[src/rtl/keystream_gen_pkg.sv]
// Shared types for the AES-128 counter-mode keystream path: the 128-bit byte table,
// the keystream FSM states and the default counter width.
package aes_model_pack;

  typedef logic [15:0][7:0] byte_table;

  localparam int KS_CTR_WIDTH_DEFAULT = 32;

  // ERR only exists when counter wrap detection is built in
  typedef enum logic [2:0] {
    IDLE,
    LOAD_KEY,
    LOAD_SYNC,
    ENCRYPT,
    WAIT
`ifdef KEYSTREAM_GEN_WRAP_ERR_EN
    , ERR
`endif
  } ks_state_t;

  // Mask selecting the low 'width' bits of a counter block
  function automatic byte_table ctr_mask(input int width);
    logic [127:0] m;
    if (width >= 128)
      m = '1;
    else
      m = (128'(1) << width) - 128'(1);
    return m;
  endfunction

endpackage

[src/rtl/keystream_gen_if.sv]
// Avalon-ST style stream carrying one 128-bit byte table per beat, with sop/eop framing.
interface avalon_st_if;

  aes_model_pack::byte_table data;
  logic                      valid;
  logic                      rdy;
  logic                      sop;
  logic                      eop;

  modport master (output data, valid, sop, eop, input rdy);
  modport slave  (input data, valid, sop, eop, output rdy);

endinterface

[src/rtl/keystream_gen_ctr_block_reg.sv]
// Counter block register: loads a full 128-bit block, increments only the low
// CTR_WIDTH bits, and flags when the next increment would carry out of that field.
module ctr_block_reg
  import aes_model_pack::*;
#(
  parameter int CTR_WIDTH = KS_CTR_WIDTH_DEFAULT
) (
  input  logic      clk,
  input  logic      rst,
  input  logic      load,
  input  byte_table load_data,
  input  logic      incr,
  output byte_table block,
  output logic      carry
);

  localparam byte_table CTR_MASK = ctr_mask(CTR_WIDTH);

  byte_table incremented;

  // Upper bits are held; the masked low field wraps on its own
  always_comb begin
    incremented = (block & ~CTR_MASK) | ((block + 128'(1)) & CTR_MASK);
  end

  assign carry = ((block & CTR_MASK) == CTR_MASK);

  always_ff @(posedge clk) begin
    if (rst)
      block <= '0;
    else if (load)
      block <= load_data;
    else if (incr)
      block <= incremented;
  end

endmodule

[src/rtl/keystream_gen.sv]
// Counter-mode keystream source: loads key/sync over a two-beat stream, drives the AES core
// per counter block. Optional macro KEYSTREAM_GEN_WRAP_ERR_EN traps counter wrap in ERR.
module keystream_gen
  import aes_model_pack::*;
#(
  parameter int CTR_WIDTH = KS_CTR_WIDTH_DEFAULT
) (
  input  logic       clk,
  input  logic       rst,
  avalon_st_if.slave key_sync_st,
  input  logic       key_and_sync_req,
  input  logic       new_sync_req,
  output logic       key_and_sync_vld,
  output logic       cipher_block_vld,
  output byte_table  cipher_block,
  output logic       aes_start,
  output byte_table  aes_key,
  output byte_table  aes_block,
  input  logic       aes_done,
  input  byte_table  aes_result
`ifdef KEYSTREAM_GEN_WRAP_ERR_EN
  ,
  output logic       ctr_wrap_err
`endif
);

  ks_state_t state;
  ks_state_t next_state;

  logic beat_accept;
  logic ctr_carry;

  logic rdy_d;
  logic ks_vld_d;
  logic start_d;
  logic cipher_vld_d;
  logic key_load;
  logic ctr_load;
  logic ctr_incr;
  logic cipher_load;
`ifdef KEYSTREAM_GEN_WRAP_ERR_EN
  logic wrap_set;
`else
  logic unused_ctr_carry;
  assign unused_ctr_carry = ctr_carry;
`endif

  assign beat_accept = key_sync_st.valid & key_sync_st.rdy;

  always_ff @(posedge clk) begin
    if (rst)
      state <= IDLE;
    else
      state <= next_state;
  end

  // A beat carrying eop in LOAD_SYNC wins over sop, so a single-beat packet loads the counter
  always_comb begin
    next_state = state;
    case (state)
      IDLE:      if (key_and_sync_req) next_state = LOAD_KEY;
      LOAD_KEY:  if (beat_accept && key_sync_st.sop) next_state = LOAD_SYNC;
      LOAD_SYNC: if (beat_accept && key_sync_st.eop) next_state = ENCRYPT;
      ENCRYPT:   if (aes_done) next_state = WAIT;
      WAIT: begin
        if (key_and_sync_req)
          next_state = LOAD_KEY;
        else if (new_sync_req) begin
`ifdef KEYSTREAM_GEN_WRAP_ERR_EN
          next_state = ctr_carry ? ERR : ENCRYPT;
`else
          next_state = ENCRYPT;
`endif
        end
      end
`ifdef KEYSTREAM_GEN_WRAP_ERR_EN
      ERR:       next_state = ERR;
`endif
      default:   next_state = IDLE;
    endcase
  end

  always_comb begin
    rdy_d        = (next_state == LOAD_KEY) || (next_state == LOAD_SYNC);
    ks_vld_d     = 1'b0;
    start_d      = 1'b0;
    cipher_vld_d = 1'b0;
    key_load     = 1'b0;
    ctr_load     = 1'b0;
    ctr_incr     = 1'b0;
    cipher_load  = 1'b0;
`ifdef KEYSTREAM_GEN_WRAP_ERR_EN
    wrap_set     = 1'b0;
`endif
    case (state)
      LOAD_KEY: key_load = beat_accept && key_sync_st.sop;
      LOAD_SYNC: begin
        if (beat_accept && key_sync_st.eop) begin
          ctr_load = 1'b1;
          ks_vld_d = 1'b1;
          start_d  = 1'b1;
        end else if (beat_accept && key_sync_st.sop) begin
          key_load = 1'b1;
        end
      end
      ENCRYPT: begin
        cipher_load  = aes_done;
        cipher_vld_d = aes_done;
      end
      WAIT: begin
        if (!key_and_sync_req && new_sync_req) begin
`ifdef KEYSTREAM_GEN_WRAP_ERR_EN
          wrap_set = ctr_carry;
          ctr_incr = !ctr_carry;
          start_d  = !ctr_carry;
`else
          ctr_incr = 1'b1;
          start_d  = 1'b1;
`endif
        end
      end
      default: ;
    endcase
  end

  // All handshake and data outputs are registered copies of the decoded values above
  always_ff @(posedge clk) begin
    if (rst) begin
      key_sync_st.rdy  <= 1'b0;
      key_and_sync_vld <= 1'b0;
      aes_start        <= 1'b0;
      cipher_block_vld <= 1'b0;
      cipher_block     <= '0;
      aes_key          <= '0;
`ifdef KEYSTREAM_GEN_WRAP_ERR_EN
      ctr_wrap_err     <= 1'b0;
`endif
    end else begin
      key_sync_st.rdy  <= rdy_d;
      key_and_sync_vld <= ks_vld_d;
      aes_start        <= start_d;
      cipher_block_vld <= cipher_vld_d;
      if (cipher_load)
        cipher_block <= aes_result;
      if (key_load)
        aes_key <= key_sync_st.data;
`ifdef KEYSTREAM_GEN_WRAP_ERR_EN
      if (wrap_set)
        ctr_wrap_err <= 1'b1;
`endif
    end
  end

  ctr_block_reg #(
    .CTR_WIDTH (CTR_WIDTH)
  ) u_ctr_block_reg (
    .clk       (clk),
    .rst       (rst),
    .load      (ctr_load),
    .load_data (key_sync_st.data),
    .incr      (ctr_incr),
    .block     (aes_block),
    .carry     (ctr_carry)
  );

endmodule

[src/flat_wrapper.sv]
// flat-port wrapper written by rule: the top's interface ports become plain ports
module keystream_gen_flat import aes_model_pack::*;
#(
  parameter int CTR_WIDTH = KS_CTR_WIDTH_DEFAULT
)
  (clk, rst, key_and_sync_req, new_sync_req, key_and_sync_vld, cipher_block_vld, cipher_block, aes_start, aes_key, aes_block, aes_done, aes_result, key_sync_st_data, key_sync_st_valid, key_sync_st_sop, key_sync_st_eop, key_sync_st_rdy);
  avalon_st_if key_sync_st_i ();
  input  logic clk;
  input  logic rst;
  input  logic key_and_sync_req;
  input  logic new_sync_req;
  output logic key_and_sync_vld;
  output logic cipher_block_vld;
  output byte_table cipher_block;
  output logic aes_start;
  output byte_table aes_key;
  output byte_table aes_block;
  input  logic aes_done;
  input  byte_table aes_result;
  input wire logic [$bits(key_sync_st_i.data)-1:0] key_sync_st_data;
  input wire logic [$bits(key_sync_st_i.valid)-1:0] key_sync_st_valid;
  input wire logic [$bits(key_sync_st_i.sop)-1:0] key_sync_st_sop;
  input wire logic [$bits(key_sync_st_i.eop)-1:0] key_sync_st_eop;
  output wire logic [$bits(key_sync_st_i.rdy)-1:0] key_sync_st_rdy;
  assign key_sync_st_i.data = key_sync_st_data;
  assign key_sync_st_i.valid = key_sync_st_valid;
  assign key_sync_st_i.sop = key_sync_st_sop;
  assign key_sync_st_i.eop = key_sync_st_eop;
  assign key_sync_st_rdy = key_sync_st_i.rdy;
  keystream_gen #(.CTR_WIDTH(CTR_WIDTH)) u_core (.clk(clk), .rst(rst), .key_sync_st(key_sync_st_i), .key_and_sync_req(key_and_sync_req), .new_sync_req(new_sync_req), .key_and_sync_vld(key_and_sync_vld), .cipher_block_vld(cipher_block_vld), .cipher_block(cipher_block), .aes_start(aes_start), .aes_key(aes_key), .aes_block(aes_block), .aes_done(aes_done), .aes_result(aes_result));
endmodule
[config.mk]
export PLATFORM = sky130hd
export DESIGN_NAME = keystream_gen_flat
export DESIGN_NICKNAME = d
export VERILOG_FILES = /design/src/rtl/keystream_gen_pkg.sv /design/src/rtl/keystream_gen_if.sv /design/src/rtl/keystream_gen_ctr_block_reg.sv /design/src/rtl/keystream_gen.sv /design/src/flat_wrapper.sv
export SDC_FILE = /design/constraint.sdc
export NUM_CORES = 1
export LEC_CHECK = 0
export BUFFER_PORTS_ARGS = -buffer_cell sky130_fd_sc_hd__buf_2
export CAP_MARGIN = 10
export CORE_AREA = 5 5 249 251
export CTS_CLUSTER_DIAMETER = 40
export CTS_CLUSTER_SIZE = 12
export DETAILED_ROUTE_END_ITERATION = 12
export DIE_AREA = 0 0 254 256
export GPL_ROUTABILITY_DRIVEN = 0
export PLACE_DENSITY = 0.53
export SYNTH_ARGS = -nofsm -noshare
export SYNTH_HDL_FRONTEND = slang
export SYNTH_HIERARCHICAL = 1
export SYNTH_SLANG_ARGS = --single-unit
[constraint.sdc]
create_clock -name clk -period 3.5 [get_ports clk]
set_clock_uncertainty 0.05 [all_clocks]
set_input_delay 0.35 -clock clk [delete_from_list [all_inputs] [get_ports clk]]
set_output_delay 0.35 -clock clk [all_outputs]
set_load 0.005 [all_outputs]
# Word-level counts from Yosys, hierarchy flattened
# Index checks and enable logic that the tools add are counted.
# word_totals
ff_bits	391
in_bits	264
out_inout_bits	388
wordCells	87
# op_classes
add_sub_neg	1
eq_ne	6
muxes	18
n_bitwise	2
n_reduce_logical	7
# op_table
operator	n
128-bit two-way mux	2
128-bit by 32-bit bitwise OR with 128-bit output	1
32-bit by 1-bit adder with 32-bit output, second input constant	1
3-bit two-way mux	6
3-bit one-hot mux with 5 select lines	1
3-bit by 2-bit == test with 1-bit output, second input constant	3
1-bit two-way mux	7
3-bit by 1-bit == test with 1-bit output, second input constant	2
1-bit one-hot mux with 2 select lines	2
3-bit == test, second input constant	1
1-bit logical AND	3
3-bit zero test	1
2-bit nonzero test	1
1-bit bitwise AND	1
1-bit zero test	1
1-bit logical OR	1

# Longest topological paths before layout
# depth
depth_word	6
ltp_mapped	11
ltp_nobuf	7

# Cells and area by module
# Netlist, hierarchy kept.
# by_module_without_submodules
module	n_inst	cells_per_inst	area_per_inst_um2	seq_area_each_um2
keystream_gen	1	1157	9147.5	5265.0
ctr_block_reg	1	561	5306.3	2562.5

# Worst setup path before layout
# No wires, ideal clock.
# synth_path
path_kind	reg-to-reg
start	register u_core.state[2]
end	register u_core/u_ctr_block_reg/block[29] (netlist name)
setup_ns	0.091
arrival_ns	2.652
t_required_ns	3.359
setup_slack_ns	0.707
path_stages_with_launch	10
path_buffers	2
synth_period_minus_slack_ns	2.793
path_cell_list	dfxtp_1 > clkbuf_1 > nor4b_1 > nand2_1 > inv_1 > nand3_1 > or4_1 > clkbuf_2 > or4_1 > a311oi_1
# synth_between
elab_chain_cells	3
elab_cells_between_ends	6
cone_classes	2 x eq/ne; 3 x mux; 1 x reduce/logical
# synth_rtl
element	line	rtl
from (decl)	keystream_gen.sv:27	ks_state_t state;
from (signal assigned)	keystream_gen.sv:54	state <= next_state;
3-bit == test	keystream_gen.sv:95	case (state)
1-bit two-way mux	keystream_gen.sv:95	
named net u_core.ctr_incr	keystream_gen.sv:39	logic ctr_incr;
2-bit nonzero test (no line)	--	
to (signal assigned)	keystream_gen_ctr_block_reg.sv:32	block <= load_data;
to (signal assigned)	keystream_gen_ctr_block_reg.sv:34	block <= incremented;
to (decl)	keystream_gen_ctr_block_reg.sv:13	output byte_table block,
# The timed path passes the listed nets, and every way through them passes these cells.
# A chain may end at the register's enable or synchronous reset.

# Final worst setup path
# Same ends and word-level chain as after synthesis.

==> results by group <==
Run status
  • Status: finished, final reports clean

Routing
  • Total wire length: 59.0 mm
  • Post-route ant nets: 0
  • Detailed-route via count: 15500
  • DR pass1 iterations: 6
  • DRT iter0 DRCs: 930
  • Vias per cell: 4.51
  • Drt wl/cell: 17.2 um
  • DRC Markers: 0

Timing
  • Max-slew violations: 0
  • Final setup violation count: 0
  • Endpoints failing hold: 0
  • Worst Tran Pin Value: 999 ps
  • Unrepaired setup endpoints after global routing: no
  • Setup_tns: 0 ps
  • Highest achievable clock rate: 0.340 GHz
  • Tmin final: 2940 ps
  • Slew HR: 33.4%
  • Final period util: 84.0%

Floorplanning
  • Row count: 90
  • CORE AREA: 59700 um2
  • Die height: 256 um
  • Die Wd: 254 um
  • Initial Util: 24.2%
  • I/O Pins: 652
  • Die area: 65000 um2

Critical path
  • Worst path arrival time: 3380 ps
  • R2r endpoint: u_core/u_ctr_block_reg/block[29]
  • Buf+Inv Stages, Crit Path: 1
  • CP peak stage delay: 650 ps
  • Instance count on the critical path: 7
  • Worst r2r path cells: 7
  • CP required: 3940 ps
  • Worst-path fanout max: 11
  • Worst Setup EP: u_core/u_ctr_block_reg/block[29]
  • Crit path kind: reg -> reg
  • Setup slack, reg-to-reg: 560 ps
  • Worst path cell trace: nor4b_1, nand2_1, inv_1, nand3_1, or4_1, or4_1, a311oi_1
  • CP Capture Type: register
  • Top Family by Delay on Critical Path: simple AND/OR/NAND/NOR gates
  • Worst setup path start: u_core/state[2]
  • Worst Setup Start Kind: register
  • Critical Path Slowest Stage Cell: or4_1
  • Reg2reg start: u_core/state[2]
  • Most used cell, CP: or4_1

Clock tree
  • # hold bufs at CTS: 256
  • Post-CTS setup buffer count: 0
  • CTS sink count: 391
  • Post-CTS resize count: 0
  • Insertion delay to the later sink of the worst-skew pair: 580 ps
  • CTS buffer count: 71
  • Root Driver: clkbuf_16
  • CTS tree: yes
  • Max clock buf depth: 3
  • CTS clk-pin slew, worst paths: 50 ps
  • H-tree levels: 3

Synthesis
  • Netlist Area Pre-Place: 14400 um2
  • Post-Synthesis Net Count: 1979
  • Ys Warns: 6
  • Average cell area after synthesis: 8.42 um2
  • Post-Syn Instances: 1714

Placement
  • DP Area: 18400 um2
  • Post-placement cell count: 3043
  • DPL Wire Length: 40.8 mm
  • PortBufs: 651

Final layout
  • Non-Filler Instances: 3432
  • Layout area overhead: 63.1%
  • Design area: 23500 um2
  • Nets: 2855
  • Layout cells sized above 1: 30.8%

Global route
  • Gr usage total: 16.9%
  • Largest net degree at the start of global routing: 137
  • Initial antenna violation count: 3
  • First-pass GRT wire length: 88.5 mm
  • Vias in the first global route: 15800
  • Grt total ovfl: 0

Run
  • Max cap viols: 0

Pwr
  • Power Density: 529 nW/um2
  • Leak pwr: 9.99 nW
  • VDD IR max: 0.395 mV

Worst hold path
  • HP Class: in -> reg
-- sequential cells by signal, summed over array words and instances (netlist names) --
name and flops:
u_core/key_and_sync_vld 1, u_core/key_sync_st.rdy 1, u_core/cipher_block 128, u_core/cipher_block_vld 1
u_core/u_ctr_block_reg/block 128, u_core/aes_start 1, u_core/state 3, u_core/aes_key 128
-- metal layers --
layer	global-route usage, %	wire, um
met1	19.0	22900
met4	8.28	2660
met2	28.9	28500
met5	0	13
met3	5.46	4910
-- how the worst min path moves through the flow --
stage	slack (ps)	endpoint	cells past startpoint	startpoint
after floorplan	400	u_core/aes_key[0]	2	u_core/aes_key[0]
after global placement	390	u_core/cipher_block[2]	2	u_core/cipher_block[2]
after detailed placement	390	u_core/cipher_block[70]	2	u_core/cipher_block[70]
after CTS	50	u_core/state[2]	4	new_sync_req
after global routing	120	u_core/state[2]	4	new_sync_req
final	110	u_core/state[2]	4	new_sync_req
-- final cells by class --
class                           count  area [um2]
Antenna cell                        2        5.00
Clock buffer                       88        1980
Clock inverter                     43         608
Fill cell                        5960       36100
Inverter                           11        46.3
Multi-Input combinational cell   1187        6010
Sequential cell                   391        7830
Tap cell                          782         978
Timing Repair Buffer              928        6080
-- worst register-to-register path, delay by kind of cell (launching register included) --
family	cells	cell delay, ps
AND/OR/NAND/NOR	5	1890
flip-flops	1	560
AO/OA/AOI/OAI	1	280
buffers and inverters	1	110
-- per-stage QoR --
stage / setup WS (ps) / util (%) / power, W / hold slack, ps
detailed placement: 544 / 30.8 / 0.00496 / 394
floorplan: 707 / - / 0.00471 / 403
CTS: 535 / 39.4 / 0.0126 / 52.6
finish: 561 / 39.4 / 0.0124 / 107
global route: 235 / 39.4 / 0.0129 / 119
global placement: 552 / 30.8 / 0.00496 / 389
-- cells in the final DEF (no fill, tap or decap), types with 3 or more instances in the layout --
master and count:
mux2i_1 97, xor2_1 6, clkinvlp_4 8, buf_12 7, clkbuf_1 5, dfxtp_1 391
inv_1 10, nand2_1 534, clkbuf_16 73, or3b_2 4, o21ai_0 4, xnor2_1 5
and2_1 3, bufinv_16 11, nand2b_1 3, nor3_1 4, buf_4 14, clkinv_2 8
a31oi_1 5, dlygate4sd3_1 256, and4_1 6, o31ai_1 6, clkinv_4 5, nand4_1 12
and3_1 9, nor4_1 4, a21oi_1 269, o211ai_1 3, or4_1 7, a211oi_1 10
clkbuf_8 10, a2111oi_0 4, buf_2 650, nor2_1 127, nor3b_1 5, a311oi_1 10
nand3_1 14, inv_6 8
-- power by group --
part / leakage, nW / total [W] / switching (W) / internal (W)
clock network: 1.25 / 0.00734 / 0.00245 / 0.00489
logic: 5.59 / 0.000614 / 0.000270 / 0.000343
registers: 3.15 / 0.00450 / 0.0000156 / 0.00448
(Power assumes the default switching activity.)
